==> src/rtl/ctr_stream_v3_pkg.sv <==
// Shared constants and types for the CTR-mode stream wrapper around the PRESENT-80 core.
package ctr_stream_v3_pkg;

  localparam int B   = 64;
  localparam int K   = 80;
  localparam int R   = 31;
  localparam int IVW = 32;
  localparam int CW  = B - IVW;
  localparam int D   = 32;
  localparam int NW  = 16;
  localparam int DCW = $clog2(D) + 1;
  localparam int IFW = $clog2(R + 1);

  typedef enum logic [1:0] {
    ST_IDLE  = 2'd0,
    ST_RUN   = 2'd1,
    ST_DRAIN = 2'd2,
    ST_FIN   = 2'd3
  } state_t;

  // PRESENT-80 reference ciphertexts for plaintext 0 under key 0 and key all-ones.
  localparam logic [B-1:0] PRESENT_KAT_ZERO = 64'h5579c1387b228445;
  localparam logic [B-1:0] PRESENT_KAT_ONES = 64'he72c46c0f5945049;

endpackage

==> src/rtl/ctr_stream_v3_ks_fifo.sv <==
// Keystream FIFO: synchronous, power-of-two depth, async-reset pointers and count.
module ks_fifo #(
  parameter int W     = 64,
  parameter int DEPTH = 32
) (
  input  logic                       clk,
  input  logic                       rst,
  input  logic                       push,
  input  logic [W-1:0]               push_data,
  input  logic                       pop,
  output logic [W-1:0]               head,
  output logic [$clog2(DEPTH):0]     count,
  output logic                       empty,
  output logic                       full
);

  localparam int AW = $clog2(DEPTH);

  logic [W-1:0]  mem [DEPTH];
  logic [AW-1:0] wr_ptr;
  logic [AW-1:0] rd_ptr;
  logic          do_push;
  logic          do_pop;

  assign empty   = (count == '0);
  assign full    = (count == (AW+1)'(DEPTH));
  assign do_push = push && !full;
  assign do_pop  = pop && !empty;
  assign head    = mem[rd_ptr];

  always_ff @(posedge clk or posedge rst) begin
    if (rst) begin
      wr_ptr <= '0;
      rd_ptr <= '0;
      count  <= '0;
    end else begin
      if (do_push) wr_ptr <= wr_ptr + AW'(1);
      if (do_pop)  rd_ptr <= rd_ptr + AW'(1);
      case ({do_push, do_pop})
        2'b10:   count <= count + (AW+1)'(1);
        2'b01:   count <= count - (AW+1)'(1);
        default: count <= count;
      endcase
    end
  end

  // Storage carries no reset; validity is tracked entirely by the pointers.
  always_ff @(posedge clk) begin
    if (do_push) mem[wr_ptr] <= push_data;
  end

endmodule

==> src/rtl/ctr_stream_v3.sv <==
// CTR-mode front/back end: issues {iv, ctr} blocks into the pipelined core and XORs
// the returning keystream with the plaintext stream. Encrypt and decrypt are identical.
module ctr_stream_v3
  import ctr_stream_v3_pkg::*;
(
  input  logic           clk,
  input  logic           rst,
  input  logic           start,
  input  logic [K-1:0]   key,
  input  logic [IVW-1:0] iv,
  input  logic [NW-1:0]  nblk,
  input  logic           in_valid,
  output logic           in_ready,
  input  logic [B-1:0]   in_data,
  output logic           out_valid,
  input  logic           out_ready,
  output logic [B-1:0]   out_data,
  output logic           busy,
  output logic           done,
  output logic [K-1:0]   enc_K,
  output logic [B-1:0]   enc_M,
  input  logic [B-1:0]   enc_C,
  output state_t         dbg_state
);

  // Handshake: a plaintext word and an output word move together in the single
  // cycle where in_valid && out_ready && keystream available (fire); in_ready and
  // out_valid are combinational views of that condition from each side.

  state_t          state;
  logic [K-1:0]    key_l;
  logic [IVW-1:0]  iv_l;
  logic [NW-1:0]   nblk_l;
  logic [NW-1:0]   issued;
  logic [NW-1:0]   consumed;
  logic [CW-1:0]   ctr;
  logic [R-1:0]    tag;
  logic [IFW-1:0]  inflight;

  logic [B-1:0]    fifo_head;
  logic [DCW-1:0]  fifo_count;
  logic            fifo_empty;
  logic            fifo_full;
  logic            fifo_push;
  logic            fire;
  logic            can_issue;
  logic [DCW:0]    occupancy;
  logic [NW-1:0]   issued_nxt;
  logic [NW-1:0]   consumed_nxt;

  // Reserving FIFO space for every in-flight tag means the core never needs back-pressure.
  assign occupancy    = (DCW+1)'(inflight) + (DCW+1)'(fifo_count);
  assign can_issue    = (state == ST_RUN) && (issued < nblk_l) && (occupancy < (DCW+1)'(D));
  assign fifo_push    = tag[R-1];
  assign fire         = in_valid && out_ready && !fifo_empty;
  assign issued_nxt   = issued + NW'(can_issue);
  assign consumed_nxt = consumed + NW'(fire);

  assign out_valid = in_valid && !fifo_empty;
  assign in_ready  = out_ready && !fifo_empty;
  assign out_data  = in_data ^ fifo_head;
  assign busy      = (state != ST_IDLE);
  assign dbg_state = state;

  ks_fifo #(.W(B), .DEPTH(D)) u_ks_fifo (
    .clk       (clk),
    .rst       (rst),
    .push      (fifo_push && !fifo_full),
    .push_data (enc_C),
    .pop       (fire),
    .head      (fifo_head),
    .count     (fifo_count),
    .empty     (fifo_empty),
    .full      (fifo_full)
  );

  always_ff @(posedge clk or posedge rst) begin
    if (rst) begin
      state    <= ST_IDLE;
      key_l    <= '0;
      iv_l     <= '0;
      nblk_l   <= '0;
      issued   <= '0;
      consumed <= '0;
      ctr      <= '0;
      tag      <= '0;
      inflight <= '0;
      enc_K    <= '0;
      enc_M    <= '0;
      done     <= 1'b0;
    end else begin
      done  <= 1'b0;
      tag   <= {tag[R-2:0], can_issue};
      enc_K <= key_l;
      enc_M <= can_issue ? {iv_l, ctr} : '0;
      if (can_issue) begin
        ctr    <= ctr + CW'(1);
        issued <= issued_nxt;
      end
      if (fire) consumed <= consumed_nxt;
      case ({can_issue, tag[R-1]})
        2'b10:   inflight <= inflight + IFW'(1);
        2'b01:   inflight <= inflight - IFW'(1);
        default: inflight <= inflight;
      endcase

      case (state)
        ST_IDLE: begin
          if (start) begin
            key_l    <= key;
            iv_l     <= iv;
            nblk_l   <= nblk;
            ctr      <= '0;
            issued   <= '0;
            consumed <= '0;
            if (nblk == '0) begin
              state <= ST_FIN;
              done  <= 1'b1;
            end else begin
              state <= ST_RUN;
            end
          end
        end
        ST_RUN: begin
          if (issued_nxt == nblk_l) state <= ST_DRAIN;
        end
        ST_DRAIN: begin
          if (consumed_nxt == nblk_l) begin
            state <= ST_FIN;
            done  <= 1'b1;
          end
        end
        ST_FIN: begin
          state <= ST_IDLE;
        end
        default: state <= ST_IDLE;
      endcase
    end
  end

endmodule
==> config.mk <==
export PLATFORM = sky130hd
export DESIGN_NAME = ctr_stream_v3
export DESIGN_NICKNAME = d
export VERILOG_FILES = /design/src/rtl/ctr_stream_v3_pkg.sv /design/src/rtl/ctr_stream_v3_ks_fifo.sv /design/src/rtl/ctr_stream_v3.sv
export SDC_FILE = /design/constraint.sdc
export NUM_CORES = 2
export LEC_CHECK = 0
export ABC_AREA = 1
export CAP_MARGIN = 40
export CORE_MARGIN = 4
export CORE_UTILIZATION = 60
export CTS_CLUSTER_DIAMETER = 200
export CTS_CLUSTER_SIZE = 16
export DETAILED_ROUTE_END_ITERATION = 8
export PLACE_DENSITY = 0.76
export SLEW_MARGIN = 40
export SYNTH_ARGS = -nofsm -noshare
export SYNTH_HDL_FRONTEND = slang
export SYNTH_SLANG_ARGS = --single-unit
export TNS_END_PERCENT = 10
==> constraint.sdc <==
create_clock -name clk -period 28.2 [get_ports clk]
set_input_delay 4.23 -clock clk [delete_from_list [all_inputs] [get_ports clk]]
set_output_delay 4.23 -clock clk [all_outputs]
set_load 0.01 [all_outputs]
# ---- Yosys cells after proc, flatten, opt, wreduce, memory -nomap -nowiden
# Memory sizes are Yosys's and may differ from the RTL's.
# Cells that the tools add are included.
# W data, S select, Z words.
dict set report op_classes {
  order_cmp 2
  n_reduce_logical 19
  bitwise 1
  mux 23
  addsub 10
  eq_ne 13
}
# op n
set ops {}
lappend ops {{$mux W16} 6}
lappend ops {{$mux W32} 3}
lappend ops {{$mux W64} 1}
lappend ops {{$xor A64 B64 Y64} 1}
lappend ops {{$add A16 B1 Y16} 2}
lappend ops {{$add A32 B1 Y32 const B} 1}
lappend ops {{$eq A16 B16 Y1} 2}
lappend ops {{$logic_not A16 Y1} 1}
lappend ops {{$lt A16 B16 Y1} 1}
lappend ops {{$add A5 B1 Y5 const B} 3}
lappend ops {{$pmux W6 S2} 1}
lappend ops {{$pmux W5 S2} 1}
lappend ops {{$logic_and A1 B1 Y1} 9}
lappend ops {{$eq A2 B2 Y1 const B} 4}
lappend ops {{$mux W2} 4}
lappend ops {{$pmux W2 S4} 1}
lappend ops {{$add A5 B6 Y7} 1}
lappend ops {{$lt A7 B6 Y1 const B} 1}
lappend ops {{$add A6 B1 Y6 const B} 1}
lappend ops {{$eq A2 B1 Y1 const B} 3}
lappend ops {{$eq A6 B6 Y1 const B} 1}
lappend ops {{$logic_not A6 Y1} 1}
lappend ops {{$reduce_bool A2 Y1} 3}
lappend ops {{$sub A6 B1 Y6 const B} 1}
lappend ops {{9 further kinds} 15}
dict set report totals {
  memories 1
  mem_bits_rw 2048
  output_inout_bits 214
  input_bits 261
  word_cells 84
  regBits 391
}
# memory depth word_bits read_ports rd_ports_with_merged_regs wr line_no
set mem_list {}
lappend mem_list {u_ks_fifo.mem 32 64 1 0 1 ctr_stream_v3_ks_fifo.sv:19} ;# logic [W-1:0] mem [DEPTH];

# ---- Logic depth before layout (Yosys ltp)
dict set report logic_depth {
  word_depth 7
  depth_mapped 31
  ltp_nobuf 29
}

# ---- Modules after synthesis
# A second synthesis with hierarchy kept.
dict set report unflattened {
  hier_cells 10235
  area_unflattened_um2 104348.8
}
# module instances cells_each area_each_um2
set by_module_without_submodules {}
lappend by_module_without_submodules {ks_fifo 1 8558 88620.0}
lappend by_module_without_submodules {ctr_stream_v3 1 1677 15728.8}

# ---- Least setup slack after synthesis
# OpenSTA, ideal clock, no wires.
dict set report synth_timing {
  kind {in2out}
  from {in in_data[15]}
  to {out out_data[15]}
  arrival_ns 4.497
  path_buffers 0
  cell_stages 2
  setup_slack_ns 19.473
  cell_sequence {inv_1 xor2_1}
}
dict set report synth_between {
  elab_chain_cells 1
}
# element line_no
set synth_rtl {}
lappend synth_rtl {{start, declared} ctr_stream_v3.sv:14} ;# input logic [B-1:0] in_data,
lappend synth_rtl {{$xor A64 B64 Y64} ctr_stream_v3.sv:61} ;# assign out_data = in_data ^ fifo_head;
lappend synth_rtl {{end, declared} ctr_stream_v3.sv:17} ;# output logic [B-1:0] out_data,
# Every way passes these cells.

# ---- Final worst setup path
dict set report layout_timing {
  from {reg u_ks_fifo.rd_ptr[0]}
  to {out out_data[34]}
}
dict set report layout_between {
  elab_chain_cells 2
}
# element line_no
set layout_rtl {}
lappend layout_rtl {{start, declared} ctr_stream_v3_ks_fifo.sv:21} ;# logic [AW-1:0] rd_ptr;
lappend layout_rtl {{start signal, assigned} ctr_stream_v3_ks_fifo.sv:38} ;# if (do_pop) rd_ptr <= rd_ptr + AW'(1);
lappend layout_rtl {{$mem_v2 Z32 W64} -}
lappend layout_rtl {{$xor A64 B64 Y64} ctr_stream_v3.sv:61}
# Every way passes these cells.

==> metrics <==
largest voltage drop on the vdd net 99.0 uV; clk_skew 29.0 ps; portion of synthesized cell area occupied by the leading cell type 63.6%; width of the chip 409 um; post-cts resize count 0; period utilization 37.4%; number of buffers inserted for hold repair after clock tree synthesis 0; CP arrival 6310 ps; kind of critical path reg -> out; tightest slew margin relative to the limit 41.1%; post-CTS setup repair buffer count 0; max-cap viol count 0; per-instance average area after synthesis 12.8 sq um; Final Cell Area 0.108 sq mm; detailed placement HPWL 133000 um; Max Freq 94.8 MHz; XOR/XNOR share of the synthesized area 1.00%; complex-gate fraction of the synthesized area 10.0%; clk root buf clkbuf_16; wire length after detailed routing 248000 um; DR vias 63300; synthesized netlist net count 7880; biggest fanout along the worst timing path 108; most common cell after layout, fill and taps aside edfxtp_1; number of distinct standard cells referenced by the synthesized netlist 41; number of CTS-inserted buffers 170; final number of hold-violating endpoints 0; total global routing track utilization 29.2%; remaining number of nets flagged by the antenna check after routing 0; FILL cells 11000; Tmin final 10540 ps; I/O Pins 475; number of cell rows 147; largest net degree at the start of global routing 202; detail-routed net length per standard cell 24.6 um; top library cells by usage in the layout, fill and taps aside 2048 x edfxtp_1, 1573 x nor2_1, 787 x o21ai_0; cell area reported after detailed placement 0.104 sq mm; synthesized instance count 7575; number of nets in the finished design 8182; transition time of the tightest slew-check pin 883 ps; die area 0.168 sq mm; share of layout cells above drive strength 1 5.82%; standby leakage power 37.2 nW; area of the mapped netlist 0.0967 sq mm; type of the tightest min-delay check reg -> reg; status complete, no violations; clock-pin slew on the worst setup and hold paths 70 ps; via count of the first global-routing pass 60600; DRC marker count from the first detailed-route iteration 9641; DRC viols 0; register area share after synthesis 73.7%; nature of the critical path endpoint primary output; post-synth top area cell edfxtp_1; unrepaired setup endpoints after global routing no; Std-Cell Core Area 0.160 sq mm; number of sinks driven by the clock tree 2439; Slew Viols, Final 0; routability congestion estimate from global placement 0.884; later-pin clock latency in the skew report 830 ps; total power per unit cell area 94.1 mW/mm^2; synthesized-area fraction occupied by and/or/nand/nor cells 11.0%; Setup crit start kind register; main combinational cell family by area after synthesis simple AND/OR/NAND/NOR gates; initial core utilization 60.3%; initial antenna violation count 21; #FFs+latches synth 2439; clock tree from TritonCTS done; Ys Warns 0; global-route congestion overflow total 0; # port buffers 474; multiplexer fraction of the synthesized cell area 0.735%; first-pass GRT wire length 372000 um; number of H-tree levels 4; WP data required 23970 ps; relative area change from synthesis to final layout 12.2%; vias per inst 6.26; die height 409 um; first-pass iteration count of the detailed router 6; Setup violations, final 0; Adder-Cell Fraction of Synth Area 0.585%; Fin Setup TNS 0 ps; buffer depth of the longest clock path 3; leading cell types by total area after synthesis edfxtp_1 64%, dfrtp_1 10%, nor2_1 6.2%, o21ai_0 4.1%, nand2_1 3.0%
kinds of logic (layout without fill, tap and decap cells):
group	after synthesis	after routing
buffers and inverters	652	1012
multiplexers	71	71
AND/OR/NAND/NOR	2709	2709
XOR/XNOR	109	109
flip-flops	2439	2439
adder cells (fa/ha/maj)	44	44
other	0	12
AO/OA/AOI/OAI	1551	1551
where the power goes:
group	switching [mW]	internal [mW]
Sequential	0.169	4.16
Clock	1.17	1.11
Combinational	2.33	1.27
state kept, by name, summed over array words and instances, names as in the netlist, 6 cells and up:
signal / flops
key_l: 80
ctr: 32
nblk_l: 16
enc_M: 64
issued: 16
tag: 31
enc_K: 80
u_ks_fifo.count: 6
consumed: 16
iv_l: 32
u_ks_fifo.mem: 2048
critical path, cell delays in order, from the launching register on:
cell and delay, ps:
dfrtp_4 470, buf_4 670, buf_6 620, buf_12 400, buf_6 650, buf_6 640, nor2_1 110, o32ai_1 330
nand2_1 110, nand3_1 120, o21ai_1 260, xnor2_1 250, clkdlybuf4s50_1 560
metrics by stage:
step                      setup WS (ps)  hold slack (ps)  util [%]  power (mW)  cells
after global placement            17650              332      64.2        7.83   9829
final                             17660              347      67.6        10.2  10100
after detailed placement          18040              335      64.7        7.95   9861
after CTS                         17150              349      67.6        10.2  10100
after global routing              17400              345      67.6        10.7  10100
after floorplan                   13100              331         -        6.69   7575
area by class of cell:
| cell class | instances | area (sq um) | area share (%) |
|---|---|---|---|
| clock buffers | 215 | 4440 | 4.10 |
| well taps | 2160 | 2700 | 2.49 |
| inverters | 180 | 723 | 0.667 |
| clock inverters | 15 | 288 | 0.265 |
| repair buffers | 602 | 6170 | 5.68 |
| diodes | 12 | 30.0 | 0.0277 |
| multi-input cells | 4484 | 22800 | 21.1 |
| flip-flops and latches | 2439 | 71300 | 65.7 |
per-layer routing:
metal	wire [um]	GRT usage, %	share of wire [%]
met1	95100	40.3	38
met2	120000	47.3	48
met3	24900	5.20	10
met4	8790	10.4	3.5
met5	90	0	0.036
Yosys cell counts:
cell      instances
nor3_1           14
nor3b_1           2
edfxtp_1       2048
o21bai_1          4
buf_8             1
o21ai_1          81
a31oi_1           7
nand3_1         276
xor2_1           49
o221ai_1         64
buf_1            34
or2_2             4
clkinv_1          2
o21ai_0         787
o22ai_1           8
fa_1              2
a211oi_1         27
mux2i_1          71
o21ai_2          13
o21bai_2          1
buf_2           132
nand2_1         765
o211ai_1        177
clkbuf_1        265
inv_1           176
nor2_1         1606
nor2_2            3
ha_1             42
xnor2_1          59
nand4_1          25
inv_2             2
and3_1            1
a21oi_1         110
o211ai_2         16
nor4_1           13
dfrtp_1         391
buf_6            17
clkbuf_2          1
xnor3_1           1
buf_4            22
o32ai_1         256
worst paths after layout:
path | startpoint | to | depth (start not counted) | slack (ps)
max | u_ks_fifo.rd_ptr[0]$_DFFE_PP0P_ | out_data[34] | 12 | 17660
min | tag[2]$_DFF_PP0_ | tag[3]$_DFF_PP0_ | 0 | 350
max reg2reg | nblk_l[9]$_DFFE_PP0P_ | dbg_state[1]$_DFFE_PP0P_ | 26 | 23550
min reg2reg | tag[2]$_DFF_PP0_ | tag[3]$_DFF_PP0_ | 0 | 350
max in group asynchronous | rst | iv_l[22]$_DFFE_PP0P_ | 4 | 22850
min in group asynchronous | rst | iv_l[6]$_DFFE_PP0P_ | 2 | 3950
Power figures use the tool's default switching activity.
